===== src/rtl/mem_bus_sequencer.sv =====
// Multicycle SysBus strobe sequencer: turns one read/write request into the
// ALE / nME / nOE / nWE / ENB beat sequence, with wait states, ready stretching and bursts.
module mem_bus_sequencer #(
  parameter int DATA_W      = 16,
  parameter int ADDR_W      = 16,
  parameter int WAIT_STATES = 1,
  parameter int MAX_BURST   = 4,
  parameter int TIMEOUT     = 15
) (
  input  logic                               Clock,
  input  logic                               Reset,
  input  logic                               Req,
  input  logic                               Write,
  input  logic [ADDR_W-1:0]                  Addr,
  input  logic [$clog2(MAX_BURST+1)-1:0]     Len,
  input  logic [DATA_W-1:0]                  WData,
  output logic                               WDataAck,
  output logic [DATA_W-1:0]                  RData,
  output logic                               RValid,
  output logic                               Busy,
  output logic                               Done,
  output logic                               Err,
  output logic [DATA_W-1:0]                  SysBusOut,
  input  logic [DATA_W-1:0]                  SysBusIn,
  output logic                               MemEn,
  output logic                               ALE,
  output logic                               nME,
  output logic                               nOE,
  output logic                               nWE,
  output logic                               ENB,
  input  logic                               MemRdy
);

  localparam int LEN_W = $clog2(MAX_BURST + 1);
  localparam int TO_W  = $clog2(TIMEOUT + 1);
  localparam logic [LEN_W-1:0] MAX_LEN = LEN_W'(MAX_BURST);
  localparam logic [LEN_W-1:0] ONE_LEN = LEN_W'(1);
  localparam logic [4:0]       WS      = 5'(WAIT_STATES);
  localparam logic [TO_W-1:0]  TO_LAST = TO_W'(TIMEOUT - 1);

  typedef enum logic [2:0] {IDLE, ADDR, WAIT, DATA, RECOV} stateT;

  stateT             state;
  logic              isWrite;
  logic [ADDR_W-1:0] curAddr;
  logic [LEN_W-1:0]  beatsLeft;
  logic [4:0]        waitCnt;
  logic [TO_W-1:0]   toCnt;

  logic [LEN_W-1:0]  effLen;
  logic [ADDR_W-1:0] nextAddr;
  logic              minDone;
  logic              postMin;
  logic              toExpire;

  // waitCnt saturates at WS, so it equals WS exactly on the stretch cycles
  assign effLen   = (Len == '0) ? ONE_LEN : ((Len > MAX_LEN) ? MAX_LEN : Len);
  assign nextAddr = curAddr + ADDR_W'(1);
  assign minDone  = (WS == 5'd0) || (waitCnt >= (WS - 5'd1));
  assign postMin  = (waitCnt == WS);
  assign toExpire = (toCnt == TO_LAST);

  // Strobes are registered together with the state they belong to; they hold
  // their value unless a transition changes them.
  always_ff @(posedge Clock) begin
    if (Reset) begin
      state     <= IDLE;
      isWrite   <= 1'b0;
      curAddr   <= '0;
      beatsLeft <= '0;
      waitCnt   <= '0;
      toCnt     <= '0;
      ALE       <= 1'b0;
      ENB       <= 1'b0;
      MemEn     <= 1'b0;
      nME       <= 1'b1;
      nOE       <= 1'b1;
      nWE       <= 1'b1;
      Busy      <= 1'b0;
      Done      <= 1'b0;
      Err       <= 1'b0;
      RValid    <= 1'b0;
      WDataAck  <= 1'b0;
      RData     <= '0;
      SysBusOut <= '0;
    end else begin
      ALE      <= 1'b0;
      ENB      <= 1'b0;
      Done     <= 1'b0;
      Err      <= 1'b0;
      RValid   <= 1'b0;
      WDataAck <= 1'b0;
      case (state)
        IDLE: begin
          if (Req) begin
            isWrite   <= Write;
            curAddr   <= Addr;
            beatsLeft <= effLen;
            Busy      <= 1'b1;
            ALE       <= 1'b1;
            nME       <= 1'b0;
            MemEn     <= 1'b1;
            SysBusOut <= DATA_W'(Addr);
            state     <= ADDR;
          end
        end
        ADDR: begin
          waitCnt <= '0;
          toCnt   <= '0;
          nME     <= 1'b0;
          if (isWrite) begin
            nWE       <= 1'b0;
            MemEn     <= 1'b1;
            SysBusOut <= WData;
          end else begin
            nOE   <= 1'b0;
            MemEn <= 1'b0;
          end
          // With no mandatory wait states a ready memory skips WAIT entirely
          if ((WS == 5'd0) && MemRdy) begin
            WDataAck <= isWrite;
            ENB      <= !isWrite;
            state    <= DATA;
          end else begin
            state <= WAIT;
          end
        end
        WAIT: begin
          if (isWrite) SysBusOut <= WData;
          if (minDone && MemRdy) begin
            WDataAck <= isWrite;
            ENB      <= !isWrite;
            state    <= DATA;
          end else if (postMin && toExpire) begin
            nME   <= 1'b1;
            nOE   <= 1'b1;
            nWE   <= 1'b1;
            MemEn <= 1'b0;
            Done  <= 1'b1;
            Err   <= 1'b1;
            state <= RECOV;
          end else begin
            if (!postMin) waitCnt <= waitCnt + 5'd1;
            if (postMin) toCnt <= toCnt + TO_W'(1);
          end
        end
        DATA: begin
          if (!isWrite) begin
            RData  <= SysBusIn;
            RValid <= 1'b1;
          end
          beatsLeft <= beatsLeft - ONE_LEN;
          if (beatsLeft > ONE_LEN) begin
            curAddr   <= nextAddr;
            ALE       <= 1'b1;
            nME       <= 1'b0;
            nOE       <= 1'b1;
            nWE       <= 1'b1;
            MemEn     <= 1'b1;
            SysBusOut <= DATA_W'(nextAddr);
            state     <= ADDR;
          end else begin
            nME   <= 1'b1;
            nOE   <= 1'b1;
            nWE   <= 1'b1;
            MemEn <= 1'b0;
            Done  <= 1'b1;
            state <= RECOV;
          end
        end
        RECOV: begin
          Busy  <= 1'b0;
          state <= IDLE;
        end
        default: state <= IDLE;
      endcase
    end
  end

endmodule


===== config.mk =====
export PLATFORM = sky130hd
export DESIGN_NAME = mem_bus_sequencer
export DESIGN_NICKNAME = d
export VERILOG_FILES = /design/src/rtl/mem_bus_sequencer.sv
export SDC_FILE = /design/constraint.sdc
export NUM_CORES = 1
export LEC_CHECK = 0
export ABC_AREA = 1
export BUFFER_PORTS_ARGS = -buffer_cell sky130_fd_sc_hd__buf_2
export CAP_MARGIN = 20
export CORE_MARGIN = 4
export CORE_UTILIZATION = 30
export DETAILED_ROUTE_END_ITERATION = 8
export PLACE_DENSITY = 0.56
export SLEW_MARGIN = 20
export SYNTH_ARGS = -nofsm -noshare
export SYNTH_HDL_FRONTEND = slang
export SYNTH_SLANG_ARGS = --single-unit

===== constraint.sdc =====
create_clock -name Clock -period 1.8 [get_ports Clock]
set_input_delay 0.36 -clock Clock [delete_from_list [all_inputs] [get_ports Clock]]
set_output_delay 0.36 -clock Clock [all_outputs]
set_load 0.005 [all_outputs]

==> results.yml, run 1 <==
detailed_routing:
  dr.pass1.iters: 5
  vias: 3830
  route.detailed.drc: 0
  vias_per_cell: 4.752
  wl_met3_um: 863
  top_layer: "met4"
  drtAntennaViolNets: 0
  wl_per_cell_um: 13.57
  wl_met1_um: 4729
  routed_wl_um: 10930
  initialDrtViolationCount: 260
  met2_length_um: 5083
synth:
  netlist_instances: 532
  synth.distinct_cells: 33
  yosys.area_share.simple: 0.2746
  synth_compound_area_frac: 0.1980
  synthMuxAreaShare: 0
  synth_area_leaders: "dfxtp_1, nand2_1, nor2_1"
  syn_avg_cell_area_um2: 6.997
  synth_area_um2: 3722
  synthAdderAreaFrac: 0.02353
  synthXorXnorAreaFrac: 0.007059
  synth_edf_count: 0
  synth-seq-cells: 75
  synth_top_area_share: 0.4034
  synth_top_family_by_area: "simple AND/OR/NAND/NOR gates"
  yosysTopAreaCell: "dfxtp_1"
  synth_nets: 595
  synth_ff_type: "dfxtp_1"
  seq_area_frac_synth: 0.4034
  yosysWarnings: 0
  async_reset_ff_frac: 0
layout:
  drive_gt1_frac: 0.2445
  n_antenna_cell: 0
  area_growth_pct: 27.43
  nFillCells: 1259
  layout.nets: 696
  multi_input_area_um2: 1873
  seqCellArea_um2: 1501
hold_path:
  hold_class: "in -> reg"
  hold_depth: 3
  holdPathEnd: "RData[13]"
  hold_start: "SysBusIn[13]"
clock_network:
  cts_buffer_depth: 2
  h-tree-depth: 3
  cts-root-buf: "clkbuf_16"
  cts_tree: "done"
  clkSinkCount: 75
  cts_hold_buf: 0
  clk_latency_ns: 0.33
  post_cts_buffers: 0
  clkTransAtPathRegs_ns: 0.06
  cts_resized: 0
  cts_inserted_buffers: 9
global_routing:
  antenna_found_initial: 0
  grt_pass1_vias: 3614
  grt_max_degree: 56
  grt.overflow.total: 0
  track_usage: 0.1517
  grt_pass1_wl_um: 17440
setup_path:
  crit_arrival_ns: 1.81
  timing.rr.end: "SysBusOut[12]"
  rr_worst_depth: 10
  required_ns: 2.03
  worstPathMaxFanout: 30
  r2r-start: "beatsLeft[1]"
  end_kind: "flip-flop"
  r2r_setup_slack_ns: 0.22
  path_class: "reg -> reg"
  startpoint_type: "flip-flop"
sta:
  fin_setup_tns_ns: 0
  finalHoldViolations: 0
  post-route-min-period_ns: 1.580
  worst_clock_skew_ns: 0.008721
  worst_pin_slew_ns: 0.3518
  relSlewSlack: 0.7630
  min_period_over_period: 0.8780
  timing.fmax_mhz: 632.8
  finalSetupViolCount: 0
  rsz0062_at_grt: "no"
  timing.final.max_slew_violations: 0
die:
  die_y_um: 119.4
  die_w_um: 119.4
  rows: 40
  ios: 99
  dieArea_um2: 14250
  design.core.area_um2: 12060
  start_util: 0.3086
place:
  numPortBuffers: 98
  gp_congestion: 0.9215
  hpwl_um: 8396
power_and_ir_drop:
  p_per_area_nw_per_um2: 1211
  p_leak_nw: 2.242
  peakVddDrop_v: 0.0005788
  finalPower_w: 0.005742
outcome:
  status: "completed"
flow_run:
  drv_cap: 0
cell type report:
| cell class | count | area share |
|---|---|---|
| Tap cell | 168 | 0.04432 |
| Timing Repair Buffer | 110 | 0.1277 |
| Inverter | 60 | 0.04748 |
| Sequential cell | 75 | 0.3165 |
| Multi-Input combinational cell | 377 | 0.3949 |
| Clock buffer | 11 | 0.05117 |
| Clock inverter | 5 | 0.01794 |
power breakdown:
part	switching, W	internal, W
Clock	0.000711	0.00126
Combinational	0.000974	0.000634
Sequential	0.000215	0.00195
per-stage QoR:
| step | worst slack [ns] | instance area, um^2 | hold WS, ns | utilization | instances |
|---|---|---|---|---|---|
| 2_1_floorplan | 0.3810 | 3722 | 0.4523 | - | 532 |
| 3_3_place_gp | 0.2295 | 4415 | 0.4505 | 0.3661 | 790 |
| 3_5_place_dp | 0.2064 | 4415 | 0.4423 | 0.3661 | 790 |
| 4_1_cts | 0.1913 | 4743 | 0.2365 | 0.3933 | 806 |
| 5_1_grt | 0.05032 | 4743 | 0.2500 | 0.3933 | 806 |
| 6_report | 0.2196 | 4743 | 0.2472 | 0.3933 | 806 |
per-layer routing:
metal | up-vias | global-route usage
met5 | - | 0
met4 | 0 | 0.06156
li1 | 1967 | -
met3 | 16 | 0.04416
met2 | 130 | 0.2444
met1 | 1717 | 0.1900
flip-flops by register name, indices dropped and copies added, names as in the netlist, 3 cells and up:
register / cells
RData: 16
state: 3
curAddr: 16
SysBusOut: 16
beatsLeft: 3
waitCnt: 5
toCnt: 4
layout by cell type, fill, tap and decap left out, drive strengths merged:
| cell type | count |
|---|---|
| nand2 | 106 |
| ha | 7 |
| dfxtp | 75 |
| xor2 | 3 |
| o21ai | 59 |
| bufinv | 2 |
| buf | 110 |
| clkbuf | 11 |
| clkinv | 3 |
| a211oi | 1 |
| inv | 59 |
| nand3b | 1 |
| a31oi | 6 |
| o21bai | 4 |
| nor3 | 7 |
| o211ai | 2 |
| a21oi | 52 |
| o21a | 7 |
| and3 | 1 |
| nor2 | 71 |
| nand3 | 36 |
| clkinvlp | 1 |
| nand4 | 13 |
| a311oi | 1 |
critical path: stages (launching register included):
cell and delay [ns]:
dfxtp_1 0.33, inv_1 0.07, ha_1 0.17, o21bai_1 0.16, nand3_1 0.14, nand3_2 0.11
inv_2 0.09, buf_12 0.17, nand4_1 0.11, nand2_1 0.08, inv_1 0.04
synth_stat cells (2+ instances only):
cell type and instances:
buf_2 5, inv_2 13, a21oi_1 44, inv_1 45, nor2_2 3, o21ai_1 32, clkbuf_1 7, buf_4 5
nand3_2 2, o21ai_0 27, nand2_4 2, buf_6 3, nand4_1 13, o21a_1 7, nand3_1 34, a31oi_1 6
dfxtp_1 75, xor2_1 3, nand2_1 103, nor2_1 67, o21bai_1 4, a21oi_2 8, clkinv_1 2, ha_1 7
nor3_1 6, o211ai_1 2
logic make-up (layout without fill, tap and decap cells):
family / count (synthesis) / count (layout)
and+or+nand+nor: 235 / 235
AOI/OAI and AO/OA: 132 / 132
buffers and inverters: 80 / 186
DFF: 75 / 75
adders and majority gates: 7 / 7
xor gates and xnor gates: 3 / 3
how the worst max path moves through the flow:
| stage | from | to | slack [ns] | cells past startpoint |
|---|---|---|---|---|
| finish | beatsLeft[1] | SysBusOut[12] | 0.22 | 10 |
| detailed placement | state[2] | RData[5] | 0.21 | 7 |
| global route | waitCnt[1] | toCnt[1] | 0.05 | 9 |
| CTS | state[0] | RData[5] | 0.19 | 6 |
| global placement | state[0] | RData[0] | 0.23 | 6 |
| floorplan | beatsLeft[1] | curAddr[7] | 0.38 | 10 |
(Power assumes the default switching activity.)
==> run 2: changes to the inputs <==
--- a/config.mk
+++ b/config.mk
@@ -5,7 +5,7 @@
 export SDC_FILE = /design/constraint.sdc
 export NUM_CORES = 1
 export LEC_CHECK = 0
-export ABC_AREA = 1
+export ABC_CLOCK_PERIOD_IN_PS = 1800
 export BUFFER_PORTS_ARGS = -buffer_cell sky130_fd_sc_hd__buf_2
 export CAP_MARGIN = 20
 export CORE_MARGIN = 4
==> results.yml, run 2 <==
layout:
  layout_common_cells: "buf_2, nand2_1, dfxtp_1"
  final_common_cell: "buf_2"
  layout.nets: 670
  n_antenna_cell: 0
  drive_gt1_frac: 0.3208
  instances_no_fill: 783
  reg_top3: "RData x16, SysBusOut x16, curAddr x16"
  area_growth_pct: 33.02
synth:
  synth_edf_count: 0
  synth_area_um2: 3891
  yosysMostFrequentCell: "nand2_1"
  yosysTopAreaCell: "dfxtp_1"
  syn_avg_cell_area_um2: 8.040
  netlist_instances: 484
  synth.distinct_cells: 66
  synth_top_area_share: 0.3859
  async_reset_ff_frac: 0
  synth_area_leaders: "dfxtp_1, nand2_1, a21oi_1"
  synthTopCellsByCount: "nand2_1, dfxtp_1, nor2_1"
  synth_ff_type: "dfxtp_1"
  synth_nets: 547
  seq_area_frac_synth: 0.3859
  synth-seq-cells: 75
  yosysWarnings: 0
detailed_routing:
  vias: 4014
  vias_per_cell: 5.126
  route.detailed.drc: 0
  routed_wl_um: 12310
  initialDrtViolationCount: 197
  dr.pass1.iters: 5
  drtAntennaViolNets: 0
  wl_per_cell_um: 15.72
power_and_ir_drop:
  swShare: 0.2822
  p_sw_w: 0.001318
  combPwrFrac: 0.211
  p_per_area_nw_per_um2: 902.2
  peakVddDrop_v: 0.0004327
  p_int_w: 0.003352
  clkPwrFrac: 0.386
  p_leak_nw: 2.174
  p_seq_frac: 0.403
flow_run:
  drv_cap: 0
setup_path:
  startpoint_type: "flip-flop"
  required_ns: 2.06
  max_stage_delay_ns: 0.52
  crit_buf_inv: 1
  path_delay_family: "compound AO/OA/AOI/OAI gates"
  path_cells: "and3b_1, o21ai_4, o311a_4, buf_12, a221oi_1, a211oi_1"
  cp_slowest_cell: "dfxtp_1"
  path_class: "reg -> reg"
  end_kind: "flip-flop"
  crit_arrival_ns: 1.98
  worstPathMaxFanout: 10
outcome:
  status: "completed"
clock_network:
  cts_tree: "done"
  clkSinkCount: 75
  cts_buffer_depth: 2
  cts_hold_buf: 0
  cts_inserted_buffers: 9
  cts-root-buf: "clkbuf_16"
  clkTransAtPathRegs_ns: 0.06
  clk_latency_ns: 0.34
  h-tree-depth: 3
global_routing:
  grt.overflow.total: 0
  grt_pass1_wl_um: 19410
  antenna_found_initial: 0
  grt_pass1_vias: 3918
  track_usage: 0.1659
  grt_max_degree: 29
place:
  numPortBuffers: 98
  dp_slack_ns: -0.01072
  hpwl_um: 9128
  gp_congestion: 0.8350
  placed_cells: 764
die:
  rows: 41
  die_y_um: 121.9
  die_w_um: 121.9
  design.core.area_um2: 12670
  start_util: 0.3071
  dieArea_um2: 14860
  ios: 99
sta:
  min_period_over_period: 0.9576
  finalSetupViolCount: 0
  finalHoldViolations: 0
  relSlewSlack: 0.6544
  post-route-min-period_ns: 1.724
  hold_slack_ns: 0.2537
  setup_ws_ns: 0.07641
  timing.fmax_mhz: 580.2
  worst_clock_skew_ns: 0.004216
  worst_pin_slew_ns: 0.5150
  timing.final.max_slew_violations: 0
  rsz0062_at_grt: "yes"
hold_path:
  hold_class: "in -> reg"
run 2: metal layers:
metal  up-vias  share of wire  track usage
met5         -              0            0
met4         0          0.019      0.06933
met3        17          0.045      0.03157
met2       104           0.51       0.2869
met1      1913           0.42       0.2015
li1       1980              -            -
run 2: what timing repair did:
action                                  in CTS  in global routing
endpoints found under the setup margin       3                 39
gates resized for setup                      2                 18
pin swaps                                    0                  6
buffers inserted                             0                  4
run 2: per-stage QoR:
step / utilization / power [W] / area, um^2 / TNS, ns
6_report: 0.4085 / 0.004670 / 5176 / 0
5_1_grt: 0.4085 / 0.004896 / 5176 / -0.1663
4_1_cts: 0.4006 / 0.004680 / 5076 / 0
3_5_place_dp: 0.3758 / 0.002862 / 4762 / -0.01072
3_3_place_gp: 0.3758 / 0.002848 / 4762 / 0
2_1_floorplan: - / 0.002458 / 3891 / 0
run 2: power by group through the flow:
stage / combinational (W) / sequential [W] / clock, W
floorplan: 0.000553 / 0.00191 / 0
global placement: 0.000939 / 0.00191 / 0
detailed placement: 0.000948 / 0.00191 / 0
CTS: 0.000960 / 0.00188 / 0.00184
global route: 0.00109 / 0.00190 / 0.00191
finish: 0.000983 / 0.00188 / 0.00180
run 2: final timing paths:
kind | end | slack [ns] | cells past startpoint | start
setup / recovery | SysBusOut[10] | 0.08 | 6 | state[2]
hold / removal | RData[2] | 0.25 | 3 | SysBusIn[2]
setup reg to reg | SysBusOut[10] | 0.08 | 6 | state[2]
hold reg to reg | RData[8] | 0.45 | 2 | RData[8]
run 2: logic make-up after synthesis:
logic type	after synthesis	share of synthesized area
xor gates and xnor gates	19	0.04470
buffers and inverters	47	0.06045
adders and majority gates	7	0.02251
DFF	75	0.3859
muxes	2	0.005145
AOI/OAI and AO/OA	142	0.2498
and+or+nand+nor	192	0.2315
run 2: worst register-to-register path: stages (launching register included):
cell      delay [ns]
dfxtp_1         0.52
and3b_1         0.30
o21ai_4         0.15
o311a_4         0.27
buf_12          0.12
a221oi_1        0.05
a211oi_1        0.22
run 2: area by class of cell:
cell class | count | area [um^2]
Sequential cell | 75 | 1508
Clock inverter | 1 | 5.005
Inverter | 14 | 52.55
Fill cell | 1343 | 7495
Multi-Input combinational cell | 362 | 2233
Timing Repair Buffer | 145 | 868.3
Clock buffer | 14 | 294.0
Tap cell | 172 | 215.2
==> run 3: changes to the inputs <==
--- a/config.mk
+++ b/config.mk
@@ -6,12 +6,14 @@
 export NUM_CORES = 1
 export LEC_CHECK = 0
 export ABC_CLOCK_PERIOD_IN_PS = 1800
-export BUFFER_PORTS_ARGS = -buffer_cell sky130_fd_sc_hd__buf_2
 export CAP_MARGIN = 20
 export CORE_MARGIN = 4
 export CORE_UTILIZATION = 30
 export DETAILED_ROUTE_END_ITERATION = 8
-export PLACE_DENSITY = 0.56
+export DONT_BUFFER_PORTS = 1
+export PLACE_DENSITY = 0.5
+export RECOVER_POWER = 100
+export SETUP_SLACK_MARGIN = 0.3
 export SLEW_MARGIN = 20
 export SYNTH_ARGS = -nofsm -noshare
 export SYNTH_HDL_FRONTEND = slang
==> results.yml, run 3 (same netlist as run 2, synthesis figures left out) <==
sta:
  timing.final.max_slew_violations: 0
  worst_clock_skew_ns: 0.006089
  timing.fmax_mhz: 579.5
  min_period_over_period: 0.9588
  hold_slack_ns: 0.08021
  worst_pin_slew_ns: 0.5116
  finalSetupViolCount: 0
  setup_ws_ns: 0.07423
  fin_setup_tns_ns: 0
  relSlewSlack: 0.6567
  finalHoldViolations: 0
  rsz0062_at_grt: "yes"
  post-route-min-period_ns: 1.726
power_and_ir_drop:
  peakVddDrop_v: 0.0005574
  p_per_area_nw_per_um2: 890.3
  p_leak_nw: 2.215
setup_path:
  path_cells: "ha_1, o21ba_4, o21ai_4, o311a_4, clkbuf_2, buf_16, a32o_1"
  startpoint_type: "flip-flop"
  max_stage_delay_ns: 0.36
  path_class: "reg -> reg"
  worstPathMaxFanout: 4
  required_ns: 2.04
  crit_arrival_ns: 1.96
  crit_buf_inv: 2
  cp_slowest_cell: "dfxtp_4"
  path_delay_family: "compound AO/OA/AOI/OAI gates"
  end_kind: "flip-flop"
clock_network:
  clkTransAtPathRegs_ns: 0.06
  cts_hold_buf: 0
  cts-root-buf: "clkbuf_16"
  clk_latency_ns: 0.35
  clkSinkCount: 75
  cts_inserted_buffers: 9
  cts_buffer_depth: 2
  cts_tree: "done"
  h-tree-depth: 3
detailed_routing:
  routed_wl_um: 13830
  drtAntennaViolNets: 0
  route.detailed.drc: 0
  wl_per_cell_um: 18.84
  initialDrtViolationCount: 242
  vias: 3909
  dr.pass1.iters: 4
  vias_per_cell: 5.326
layout:
  final_common_cell: "nand2_1"
  instances_no_fill: 734
  layout_common_cells: "nand2_1, dfxtp_1, buf_4"
  reg_top3: "RData x16, SysBusOut x16, curAddr x16"
  fin_util: 0.4475
  nFillCells: 1249
  layout.nets: 620
  drive_gt1_frac: 0.3701
  n_antenna_cell: 0
  area_growth_pct: 45.72
flow_run:
  drv_cap: 0
place:
  dp_slack_ns: 0.04528
  numPortBuffers: 0
  placed_cells: 665
  hpwl_um: 9055
  gp_congestion: 0.8855
hold_path:
  hold_class: "in -> reg"
die:
  die_w_um: 121.9
  die_y_um: 121.9
  ios: 99
  dieArea_um2: 14860
  start_util: 0.3071
  rows: 41
  design.core.area_um2: 12670
global_routing:
  grt_pass1_wl_um: 20910
  grt.overflow.total: 0
  track_usage: 0.1834
  grt_max_degree: 64
  grt_pass1_vias: 3816
  antenna_found_initial: 0
outcome:
  status: "completed"
[run 3: layout make-up]
class	instances	area, um^2	area share
Timing Repair Buffer	94	877.1	0.1547
Inverter	14	52.55	0.009267
Clock inverter	5	60.06	0.01059
Sequential cell	75	1544	0.2723
Multi-Input combinational cell	363	2669	0.4707
Tap cell	172	215.2	0.03795
Clock buffer	11	252.7	0.04457
[run 3: routing by layer]
layer	up-vias	GRT usage	wire length (um)
li1	1873	-	-
met5	-	0	0
met1	1895	0.2129	5464
met4	0	0.07353	435
met2	111	0.3153	7119
met3	30	0.05571	809
[run 3: final timing paths]
| path | from | to | slack [ns] | cells after the start |
|---|---|---|---|---|
| setup / recovery | beatsLeft[0] | SysBusOut[9] | 0.07 | 7 |
| hold / removal | Reset | waitCnt[1] | 0.08 | 1 |
| setup reg to reg | beatsLeft[0] | SysBusOut[9] | 0.07 | 7 |
| hold reg to reg | RData[13] | RData[13] | 0.47 | 2 |
[run 3: worst register-to-register path, delay by kind of cell, from the launching register on]
kind / cells / cell delay [ns]
flops: 1 / 0.36
fa+ha+maj: 1 / 0.20
compound gates: 4 / 0.75
buf+inv: 2 / 0.31
[run 3: repair_timing]
item	4_1_cts	5_1_grt
pin swaps	26	53
gates cloned	4	0
gates resized for setup	68	94
buffers inserted	26	23
endpoints found under the setup margin	65	67
[run 3: where the power goes]
part	internal [W]	leakage (nW)	switching, W
Clock	0.00115	0.152	0.000757
Combinational	0.000611	1.44	0.000601
Sequential	0.00179	0.621	0.000137
Total	0.00355	2.21	0.00150
[run 3: per-stage QoR]
stage / total power, W / cell area (um^2)
finish: 0.005049 / 5670
CTS: 0.004933 / 5228
global placement: 0.002738 / 4383
floorplan: 0.002504 / 4026
detailed placement: 0.002750 / 4383
global route: 0.005274 / 5670
